<file path="config.mk">
export PLATFORM = sky130hd
export DESIGN_NAME = tcpc_reset_ctrl
export DESIGN_NICKNAME = d
export VERILOG_FILES = /design/src/rtl/tcpc_reset_ctrl_pkg.sv /design/src/rtl/tcpc_timeout_cnt.sv /design/src/rtl/tcpc_reset_ctrl.sv
export SDC_FILE = /design/constraint.sdc
export NUM_CORES = 1
export LEC_CHECK = 0
export BUFFER_PORTS_ARGS = -buffer_cell sky130_fd_sc_hd__buf_2
export CORE_ASPECT_RATIO = 1.4
export CORE_MARGIN = 5
export CORE_UTILIZATION = 34
export CTS_BUF_LIST = sky130_fd_sc_hd__clkbuf_2 sky130_fd_sc_hd__clkbuf_4 sky130_fd_sc_hd__clkbuf_8
export CTS_CLUSTER_DIAMETER = 40
export DETAILED_ROUTE_END_ITERATION = 12
export PLACE_DENSITY = 0.59
export SYNTH_ARGS = -nofsm -noshare
export SYNTH_HDL_FRONTEND = slang
export SYNTH_HIERARCHICAL = 1
export SYNTH_SLANG_ARGS = --single-unit
</file>
<file path="constraint.sdc">
create_clock -name CLK -period 2.4 [get_ports CLK]
set_input_delay 0.24 -clock CLK [delete_from_list [all_inputs] [get_ports CLK]]
set_output_delay 0.24 -clock CLK [all_outputs]
set_load 0.02 [all_outputs]
</file>
<file path="src/rtl/tcpc_reset_ctrl_pkg.sv">
// Shared definitions for the TCPC hard/cable reset sequencer: command codes,
// ALERT bit positions and FSM state encodings.
package tcpc_reset_ctrl_pkg;

    localparam logic [2:0] CMD_HARD_RST  = 3'b101;
    localparam logic [2:0] CMD_CABLE_RST = 3'b110;

    localparam int AL_TX_FAIL = 4;
    localparam int AL_TX_DISC = 5;
    localparam int AL_TX_OK   = 6;

    // Only the three transmit-status bits exist in this block; the rest read 0.
    localparam logic [15:0] ALERT_USED_MASK = 16'h0070;

    typedef logic [2:0] state_t;

    localparam state_t ST_IDLE      = 3'd0;
    localparam state_t ST_CLEAR     = 3'd1;
    localparam state_t ST_REQ       = 3'd2;
    localparam state_t ST_WAIT_ACK  = 3'd3;
    localparam state_t ST_DONE_OK   = 3'd4;
    localparam state_t ST_DONE_FAIL = 3'd5;

    function automatic logic is_reset_cmd(input logic [2:0] cmd);
        return (cmd == CMD_HARD_RST) || (cmd == CMD_CABLE_RST);
    endfunction

endpackage

</file>
<file path="src/rtl/tcpc_timeout_cnt.sv">
// Purpose: loadable down-counter for the PHY_ACK timeout, saturating at zero.
// Latency: expired is combinational from the count; load/decrement take effect next cycle.
// Backpressure: none; decrements whenever dec is high.
module tcpc_timeout_cnt #(
    parameter int TO_W = 8
) (
    input  logic            clk,
    input  logic            reset,
    input  logic            load,
    input  logic [TO_W-1:0] load_val,
    input  logic            dec,
    output logic            expired
);

    logic [TO_W-1:0] cnt_q;

    always_ff @(posedge clk) begin
        if (reset) begin
            cnt_q <= '0;
        end else if (load) begin
            cnt_q <= load_val;
        end else if (dec && (cnt_q != '0)) begin
            cnt_q <= cnt_q - TO_W'(1);
        end
    end

    // Flags the cycle on which the count steps down to zero, so a load of N
    // gives exactly N waiting cycles.
    assign expired = (cnt_q == TO_W'(1)) || (cnt_q == '0);

endmodule

</file>
<file path="src/rtl/tcpc_reset_ctrl.sv">
// Purpose: sequences TCPC hard/cable resets: clears RX registers, requests the PHY, retries on timeout.
// Latency: TRANSMIT write to PHY_REQ is 2 cycles; PHY_ACK to ALERT[6] is 2 cycles.
// Backpressure: none; a reset command arriving while busy is dropped and flagged in ALERT[5].
module tcpc_reset_ctrl
    import tcpc_reset_ctrl_pkg::*;
#(
    parameter int TO_W    = 8,
    parameter int TO_CYC  = 200,
    parameter int N_RETRY = 2,
    parameter int CNT_W   = 8
) (
    input  logic             CLK,
    input  logic             reset,
    input  logic             iTRANSMIT_WE,
    input  logic [7:0]       ioTRANSMIT,
    input  logic             PHY_ACK,
    input  logic [15:0]      iALERT_CLR,
    output logic [7:0]       oTRANSMIT,
    output logic             PHY_REQ,
    output logic             PHY_REQ_TYPE,
    output logic             PHY_Stop_Attempting_Reset,
    output logic [15:0]      ALERT,
    output logic [7:0]       oRECEIVE_DETECT,
    output logic [CNT_W-1:0] oRECEIVE_BYTE_COUNT,
    output logic             oBUSY
);

    state_t      state_q, state_d;
    logic [2:0]  retry_q;
    logic        type_q;
    logic [15:0] alert_q;
    logic [15:0] alert_set;
    logic        accept_cmd;
    logic        retry_left;
    logic        tmr_expired;

    assign accept_cmd = iTRANSMIT_WE && is_reset_cmd(ioTRANSMIT[2:0]);
    assign retry_left = (retry_q < 3'(N_RETRY));

    tcpc_timeout_cnt #(
        .TO_W (TO_W)
    ) u_timeout (
        .clk      (CLK),
        .reset    (reset),
        .load     (state_q == ST_REQ),
        .load_val (TO_W'(TO_CYC)),
        .dec      (state_q == ST_WAIT_ACK),
        .expired  (tmr_expired)
    );

    always_comb begin
        state_d = state_q;
        case (state_q)
            ST_IDLE:      if (accept_cmd) state_d = ST_CLEAR;
            ST_CLEAR:     state_d = ST_REQ;
            ST_REQ:       state_d = ST_WAIT_ACK;
            ST_WAIT_ACK: begin
                // An ACK landing on the expiry cycle still counts as success.
                if (PHY_ACK)          state_d = ST_DONE_OK;
                else if (tmr_expired) state_d = retry_left ? ST_REQ : ST_DONE_FAIL;
            end
            ST_DONE_OK:   state_d = ST_IDLE;
            ST_DONE_FAIL: state_d = ST_IDLE;
            default:      state_d = ST_IDLE;
        endcase
    end

    always_comb begin
        alert_set             = '0;
        alert_set[AL_TX_OK]   = (state_q == ST_DONE_OK);
        alert_set[AL_TX_FAIL] = (state_q == ST_DONE_FAIL);
        alert_set[AL_TX_DISC] = accept_cmd && (state_q != ST_IDLE);
    end

    always_ff @(posedge CLK) begin
        if (reset) begin
            state_q             <= ST_IDLE;
            retry_q             <= '0;
            type_q              <= 1'b0;
            alert_q             <= '0;
            oTRANSMIT           <= '0;
            oRECEIVE_DETECT     <= '0;
            oRECEIVE_BYTE_COUNT <= '0;
        end else begin
            state_q <= state_d;
            if (iTRANSMIT_WE) oTRANSMIT <= ioTRANSMIT;
            if ((state_q == ST_IDLE) && accept_cmd) begin
                type_q  <= (ioTRANSMIT[2:0] == CMD_CABLE_RST);
                retry_q <= '0;
            end
            if ((state_q == ST_WAIT_ACK) && !PHY_ACK && tmr_expired && retry_left) begin
                retry_q <= retry_q + 3'd1;
            end
            if (state_q == ST_CLEAR) begin
                oRECEIVE_DETECT     <= '0;
                oRECEIVE_BYTE_COUNT <= '0;
            end
            // Set after clear so a simultaneous set wins.
            alert_q <= ((alert_q & ~iALERT_CLR) | alert_set) & ALERT_USED_MASK;
        end
    end

    assign ALERT                     = alert_q;
    assign PHY_REQ                   = (state_q == ST_REQ);
    assign PHY_REQ_TYPE              = type_q;
    assign PHY_Stop_Attempting_Reset = (state_q == ST_DONE_FAIL);
    assign oBUSY                     = (state_q != ST_IDLE);

endmodule
</file>
* Yosys cells after proc, flatten, opt, wreduce, memory -nomap -nowiden
Index checks and enable logic that the tools add are counted.
** Storage, ports and cells
- Flip-flop bits (word level) :: 26
- Output and inout bits :: 44
** Operators by class
- Reduce and logical (&&, ||, !) cells :: 18
- Magnitude comparators :: 1
- Multiplexer cells :: 9
- Bitwise logic cells :: 3
- Eq/ne operators :: 10
- $add $sub $neg :: 2
** Operators by type and width (number)
- $mux 3 :: 6
- $mux 8 :: 2
- $eq 3x3->1 const B :: 4
- $pmux 3 s4 :: 1
- $eq 8x1->1 const B :: 1
- $logic_not 8->1 :: 1
- $reduce_bool 8->1 :: 1
- $sub 8x1->8 const B :: 1
- $and 7x7->7 :: 1
- $logic_and 1x1->1 :: 7
- $not 7->7 :: 1
- $or 7x7->7 :: 1
- $eq 3x2->1 const B :: 2
- $reduce_bool 2->1 :: 2
- $add 3x1->3 const B :: 1
- $eq 3x1->1 const B :: 1
- $logic_not 3->1 :: 1
- $lt 3x2->1 const B :: 1
- $ne 3x3->1 const B :: 1
- $reduce_bool 3->1 :: 1
- $logic_or 1x1->1 :: 2
- $ne 2x2->1 const B :: 1
- $reduce_and 2->1 :: 1
- $reduce_or 2->1 :: 1
- $logic_not 1->1 :: 1

* Logic depth before layout (Yosys ltp)
Gate-level depths: netlist (run 1).
- Depth in word-level cells :: 6
- Mapped depth :: 7
- Depth with buffers taken out :: 7

* By module
The synthesis (run 1) kept the hierarchy.
** Modules (own cells, without submodules)
- tcpc_reset_ctrl :: cells each 115, area each 1003.5 µm², instances 1
- tcpc_timeout_cnt :: cells each 60, area each 526.8 µm², instances 1

* Worst setup path before layout (run 1)
Ideal clock, no wire load.
- Path kind :: register to register
- From :: reg u_timeout.cnt_q[2]
- To :: reg state_q[0]
- Arrival time :: 1.782 ns
- Cell stages (with the launch flop) :: 6
- Path slack :: 0.502 ns
- Buffers on the path :: 0
- Setup time :: 0.115 ns
- Path through :: dfxtp_1 -> or4_4 -> nor4_1 -> nor3b_1 -> o21ai_0 -> and3_1
** Between the ends
- Word-level cells in the longest chain between the ends :: 4
- Elaborated cells between the ends (all ways) :: 5
** Ends and longest elaborated chain
- from (decl) :: RTL line tcpc_timeout_cnt.sv:15 : logic [TO_W-1:0] cnt_q;
- from (signal assigned) :: RTL line tcpc_timeout_cnt.sv:21 : cnt_q <= load_val;
- from (signal assigned) :: RTL line tcpc_timeout_cnt.sv:23 : cnt_q <= cnt_q - TO_W'(1);
- $eq 8x1->1 / $logic_not 8->1 (equally long branches) :: RTL line tcpc_timeout_cnt.sv:29 : assign expired = (cnt_q == TO_W'(1)) || (cnt_q == '0);
- $logic_or 1x1->1 * :: RTL line tcpc_timeout_cnt.sv:29
- named net tmr_expired :: RTL line tcpc_reset_ctrl.sv:35 : logic tmr_expired;
- $ne 3x3->1 (no source line) *
- $reduce_and 2->1 (no source line) *
- to (signal assigned) :: RTL line tcpc_reset_ctrl.sv:85 : state_q <= state_d;
- to (decl) :: RTL line tcpc_reset_ctrl.sv:28 : state_t state_q, state_d;
The timed path passes the listed nets; every way through them passes the cells marked *.
A chain may end at the register's enable or synchronous reset.

* Final worst setup path (run 1)
Same ends and word-level chain as after synthesis.

==> summary.md, run 1 <==
| Metric | Value |
|---|---|
| Post-CTS Setup Inserts | `0` |
| Hold path startpoint | `ioTRANSMIT[6]` |
| Multi-input gate area | `866 um^2` |
| Post-synthesis adder-cell area fraction | `0.0327` |
| Largest family of logic cells by synthesized area | `simple AND/OR/NAND/NOR gates` |
| FF-to-FF Start | `u_timeout/cnt_q[2]` |
| Core ar. | `4460 um^2` |
| Fraction of layout cells with a size suffix above 1 | `0.206` |
| Final period util | `0.913` |
| Pwr/cell area | `707 nW/um^2` |
| Worst R2R End | `state_q[0]` |
| IO buf count | `29` |
| Commonest register cell after synthesis | `dfxtp_1` |
| Post-route DRC | `0` |
| Wire length per cell | `10.8 um` |
| Chip width | `66.7 um` |
| Drt total wl | `2930 um` |
| CTS Hold Buffers Added | `0` |
| DRT Pass-1 Iters | `3` |
| N_diodes | `0` |
| Total global-route track usage | `0.103` |
| WHS Path Cells | `3` |
| Via/cell ratio | `4.38` |
| Max-cap violation count | `0` |
| Drt initial violations | `13` |
| #FFs+latches synth | `26` |
| Crit path max-delay family | `simple AND/OR/NAND/NOR gates` |
| Initial antenna violation count | `0` |
| Crit path largest cell delay | `0.57 ns` |
| CTS tree | `yes` |
| Clock Path Buffers | `2` |
| Compound-Gate Fraction of Synth Area | `0.132` |
| Mapped Area | `1530 um^2` |
| First-pass GRT wire length | `4850 um` |
| CP Data Arrival Time | `2.37 ns` |
| Final Skew | `0.00210 ns` |
| HP Class | `input pin to register` |
| Req. time, crit path | `2.57 ns` |
| Simple-Gate Fraction of Synth Area | `0.229` |
| Clock Latency Late Sink | `0.27 ns` |
| WHS Endpoint | `oTRANSMIT[6]` |
| P_leak | `0.765 nW` |
| Die Ht | `89.4 um` |
| Post_cts resized | `0` |
| CP Buf/Inv Count | `0` |
| Via count | `1186` |
| Pin count of the biggest net entering global routing | `26` |
| Min Clock Period, post-route | `2.19 ns` |
| Post-Synth XOR/XNOR Area | `0.0286` |
| Antenna Nets Post-Route | `0` |
| Final count of negative-setup-slack endpoints | `0` |
| Final setup TNS | `0 ns` |
| Status | `completed` |
| Post-Synthesis Cells | `175` |
| CP Cell Sequence | `or4_4 -> nor4_1 -> nor3b_1 -> o21ai_0 -> and3_1` |
| Total global routing overflow | `0` |
| Clk pin slew, worst setup/hold paths | `0.10 ns` |
| Row count | `29` |
| R2R cell count | `5` |
| Slew Limit Fails | `0` |
| Initial Util | `0.343` |
| Vias in the first global route | `1124` |
| Layout filler cell count | `481` |
| Seq/Total Area, Yosys | `0.340` |
| Highest clock rate | `456 MHz` |
| Flop2flop setup slack | `0.21 ns` |
| Mux contribution to synthesized area | `0.0523` |
| Area grow syn2layout | `12.3%` |
| Post-synth EDFFs | `0` |
| Clk sink count | `26` |
| RSZ-0062 raised after global routing | `no` |
| Critical path type | `register to register` |
| Fraction of registers with async set/reset | `0` |
| Yosys cell types | `45` |
| Full die area | `5960 um^2` |
| Peak VDD IR | `378 uV` |
| I/O Pins | `72` |
| Critical path peak fanout | `7` |
| Final Core Density | `0.385` |
| Yosys warnings | `6` |
| Worst setup SP type | `register` |
| Depth of the CTS H-tree | `1` |
| Power, Total | `1.22 mW` |
| Final count of hold timing violations | `0` |
| Worst setup EP type | `register` |
| Register area | `520 um^2` |
| Dpl hpwl | `2220 um` |
| RD Place Congestion | `0.774` |
| Root buf cell | `clkbuf_8` |
| CP max-delay cell | `or4_4` |
| Clock buffers created by TritonCTS | `3` |
| Mean post-synth cell area | `8.74 um^2` |
| Final net count | `242` |
-- worst register-to-register path, cell delays in order (launching register included) --
cell and delay, ns:
dfxtp_1 0.40, or4_4 0.58, nor4_1 0.33, nor3b_1 0.44, o21ai_0 0.17, and3_1 0.18
-- cells in the mapped netlist, types with 4 or more instances --
cell      count  share of area
buf_4        30           0.15
dfxtp_1      26           0.34
nor2_1       22          0.054
mux2i_1       8          0.052
inv_1         7          0.017
nand2_1       7          0.017
a21oi_1       5          0.016
a311oi_1      4          0.023
ha_1          4          0.033
nor3b_1       4          0.020
o21ai_0       4          0.013
xnor2_1       4          0.023
-- sequential cells by signal, summed over array words and instances (netlist names) --
| name | count |
|---|---|
| state_q | 3 |
| PHY_REQ_TYPE | 1 |
| oTRANSMIT | 8 |
| retry_q | 3 |
| u_timeout/cnt_q | 8 |
| ALERT | 3 |
-- kinds of logic after synthesis --
group,count (synthesis)
adders and majority gates,4
other,2
AOI/OAI and AO/OA,28
muxes,8
and+or+nand+nor,59
buffers and inverters,43
DFF,26
xor gates and xnor gates,5
-- area by class of cell --
class                      count  area share
multi-input combinational    141       0.504
tap                           62      0.0452
clock buffer                   3      0.0240
inverter                       8      0.0175
timing repair buffer          30      0.0889
sequential                    26       0.303
clock inverter                 1      0.0175
-- metal layers --
metal	vias up	wire (um)	share of wire	track usage
li1	605	-	-	-
met1	544	1240	0.42	0.124
met2	35	1470	0.50	0.179
met3	2	203	0.069	0.0252
met4	0	19	0.0065	0.0333
met5	-	0	0	0
-- worst max-delay path by stage --
stage	from	to	slack [ns]	cells after the start
after floorplan	u_timeout/cnt_q[2]	state_q[0]	0.50	5
after global placement	u_timeout/cnt_q[2]	state_q[0]	0.25	5
after detailed placement	u_timeout/cnt_q[2]	state_q[0]	0.25	5
after CTS	u_timeout/cnt_q[2]	state_q[0]	0.22	5
after global routing	u_timeout/cnt_q[2]	retry_q[0]	0.04	5
final	u_timeout/cnt_q[2]	state_q[0]	0.21	5
-- power by group --
| part | total (mW) | internal (mW) | switching, mW |
|---|---|---|---|
| Clock | 0.368 | 0.223 | 0.145 |
| Sequential | 0.510 | 0.467 | 0.0427 |
| Combinational | 0.337 | 0.127 | 0.210 |
-- through the flow --
| step | setup slack (ns) | cells | instance area [um^2] | hold slack (ns) |
|---|---|---|---|---|
| after floorplan | 0.502 | 210 | 1660 | 0.387 |
| after global placement | 0.254 | 267 | 1650 | 0.447 |
| after detailed placement | 0.246 | 267 | 1650 | 0.451 |
| after CTS | 0.219 | 271 | 1720 | 0.190 |
| after global routing | 0.0350 | 271 | 1720 | 0.204 |
| final | 0.208 | 271 | 1720 | 0.197 |
-- cells in the final DEF (no fill, tap or decap), types with 2 or more instances in the layout --
master / instances
a31oi_1: 2
xnor2_1: 4
nand2_1: 7
inv_1: 7
o21a_1: 2
mux2i_1: 8
dfxtp_1: 26
nor3b_1: 4
o2bb2ai_1: 2
clkbuf_8: 3
conb_1: 37
o21ai_0: 4
and2_1: 2
nand2b_1: 2
nor3_2: 3
buf_2: 29
nand3b_1: 2
nor4_1: 2
a21boi_0: 2
or3_1: 3
nor3_1: 2
a21oi_1: 5
ha_1: 4
a311oi_1: 4
nand4b_1: 2
nor2_1: 22
(Power assumes the default switching activity.)
==> run 2, diff against run 1 <==
Settings changed: CTS_BUF_LIST sky130_fd_sc_hd__clkbuf_2 sky130_fd_sc_hd__clkbuf_4 sky130_fd_sc_hd__clkbuf_8 to sky130_fd_sc_hd__clkbuf_4.
==> run 2 against run 1 <==
Effect of this change: sequential power about the same; flip-flop and latch count unchanged; register-to-register slack about the same; count of clock-buffer cells in the layout unchanged; critical endpoint unchanged; largest cell class unchanged.
==> summary.md, run 2 (synthesized netlist as in run 1, its figures left out) <==
| Metric | Value |
|---|---|
| Final Cell Area | `1700 um^2` |
| CP Data Arrival Time | `2.43 ns` |
| IO buf count | `29` |
| Post-route DRC | `0` |
| Antenna Nets Post-Route | `0` |
| Final count of hold timing violations | `0` |
| Critical path peak fanout | `7` |
| Die Ht | `89.4 um` |
| Full die area | `5960 um^2` |
| Status | `completed` |
| Core ar. | `4460 um^2` |
| Flop2flop setup slack | `0.21 ns` |
| Via/cell ratio | `4.37` |
| Crit path largest cell delay | `0.57 ns` |
| Clock Latency Late Sink | `0.32 ns` |
| RD Place Congestion | `0.774` |
| Total global routing overflow | `0` |
| Final Skew | `0.00192 ns` |
| Commonest non-fill, non-tap cell in the layout | `conb_1` |
| Root buf cell | `clkbuf_4` |
| P_leak | `0.757 nW` |
| Layout filler cell count | `487` |
| Worst setup EP type | `register` |
| Highest clock rate | `457 MHz` |
| Post_cts resized | `0` |
| Area grow syn2layout | `11.0%` |
| Final count of negative-setup-slack endpoints | `0` |
| Depth of the CTS H-tree | `1` |
| Max-cap violation count | `0` |
| CP Cell Sequence | `or4_4 -> nor4_1 -> nor3b_1 -> o21ai_0 -> and3_1` |
| Clock Path Buffers | `2` |
| Clk sink count | `26` |
| Clock buffers created by TritonCTS | `3` |
| N_diodes | `0` |
| Commonest non-fill, non-tap cells in the layout | `conb_1, buf_2, dfxtp_1` |
| Pwr/cell area | `679 nW/um^2` |
| Chip width | `66.7 um` |
| Initial antenna violation count | `0` |
| Worst setup SP type | `register` |
| Largest regs | `oTRANSMIT (8), u_timeout/cnt_q (8)` |
| Min Clock Period, post-route | `2.19 ns` |
| Row count | `29` |
| CTS Hold Buffers Added | `0` |
| Vias in the first global route | `1120` |
| Peak VDD IR | `339 uV` |
| Final net count | `242` |
| Final period util | `0.912` |
| Dpl hpwl | `2220 um` |
| Fraction of layout cells with a size suffix above 1 | `0.206` |
| I/O Pins | `72` |
| RSZ-0062 raised after global routing | `no` |
| Final setup TNS | `0 ns` |
| First-pass GRT wire length | `4840 um` |
| CP max-delay cell | `or4_4` |
| Setup ws final | `0.211 ns` |
| Drt initial violations | `16` |
| HP Class | `input pin to register` |
| Critical path type | `register to register` |
| Multi-input gate area | `866 um^2` |
| CTS tree | `yes` |
| Total global-route track usage | `0.103` |
| DP Area | `1650 um^2` |
| Register area | `520 um^2` |
| Via count | `1185` |
| Slew Limit Fails | `0` |
| Drt total wl | `2890 um` |
| Clk pin slew, worst setup/hold paths | `0.15 ns` |
| Dpl ws | `0.246 ns` |
| Post-CTS Setup Inserts | `0` |
| Pin count of the biggest net entering global routing | `26` |
| DRT Pass-1 Iters | `4` |
| Wire length per cell | `10.7 um` |
| Req. time, crit path | `2.64 ns` |
| Initial Util | `0.343` |
## run 2: path summary, 6_finish.rpt
kind,endpoint,from,cells past startpoint
max,state_q[0],u_timeout/cnt_q[2],5
min,oTRANSMIT[3],ioTRANSMIT[3],3
max reg2reg,state_q[0],u_timeout/cnt_q[2],5
min reg2reg,PHY_REQ_TYPE,PHY_REQ_TYPE,2
## run 2: per-stage QoR
step / power [mW] / hold WS, ns / utilization / cells
2_1_floorplan: 0.813 / 0.387 / - / 210
4_1_cts: 1.17 / 0.119 / 0.381 / 271
5_1_grt: 1.23 / 0.121 / 0.381 / 271
3_5_place_dp: 0.857 / 0.451 / 0.369 / 267
3_3_place_gp: 0.855 / 0.447 / 0.369 / 267
6_report: 1.15 / 0.137 / 0.381 / 271
## run 2: worst max-delay path, delay by kind of cell, from the launching register on
kind            cells  cell delay, ns
compound gates      1            0.17
flops               1            0.41
simple gates        4            1.52
## run 2: per-layer routing
layer / global-route usage / vias up / routed length, um
li1: - / 605 / -
met1: 0.125 / 541 / 1230
met2: 0.179 / 37 / 1430
met3: 0.0252 / 2 / 207
met4: 0.0333 / 0 / 24
met5: 0 / - / 0
## run 2: area by class of cell
class	instances	share of cell area
inverters	8	0.0177
flip-flops and latches	26	0.306
well taps	62	0.0457
clock buffers	3	0.0133
clock inverters	1	0.0177
multi-input cells	141	0.510
repair buffers	30	0.0898
## run 2: where the power goes
group          switching, mW  internal [mW]
clock                  0.139          0.169
combinational          0.210          0.127
sequential            0.0419          0.468
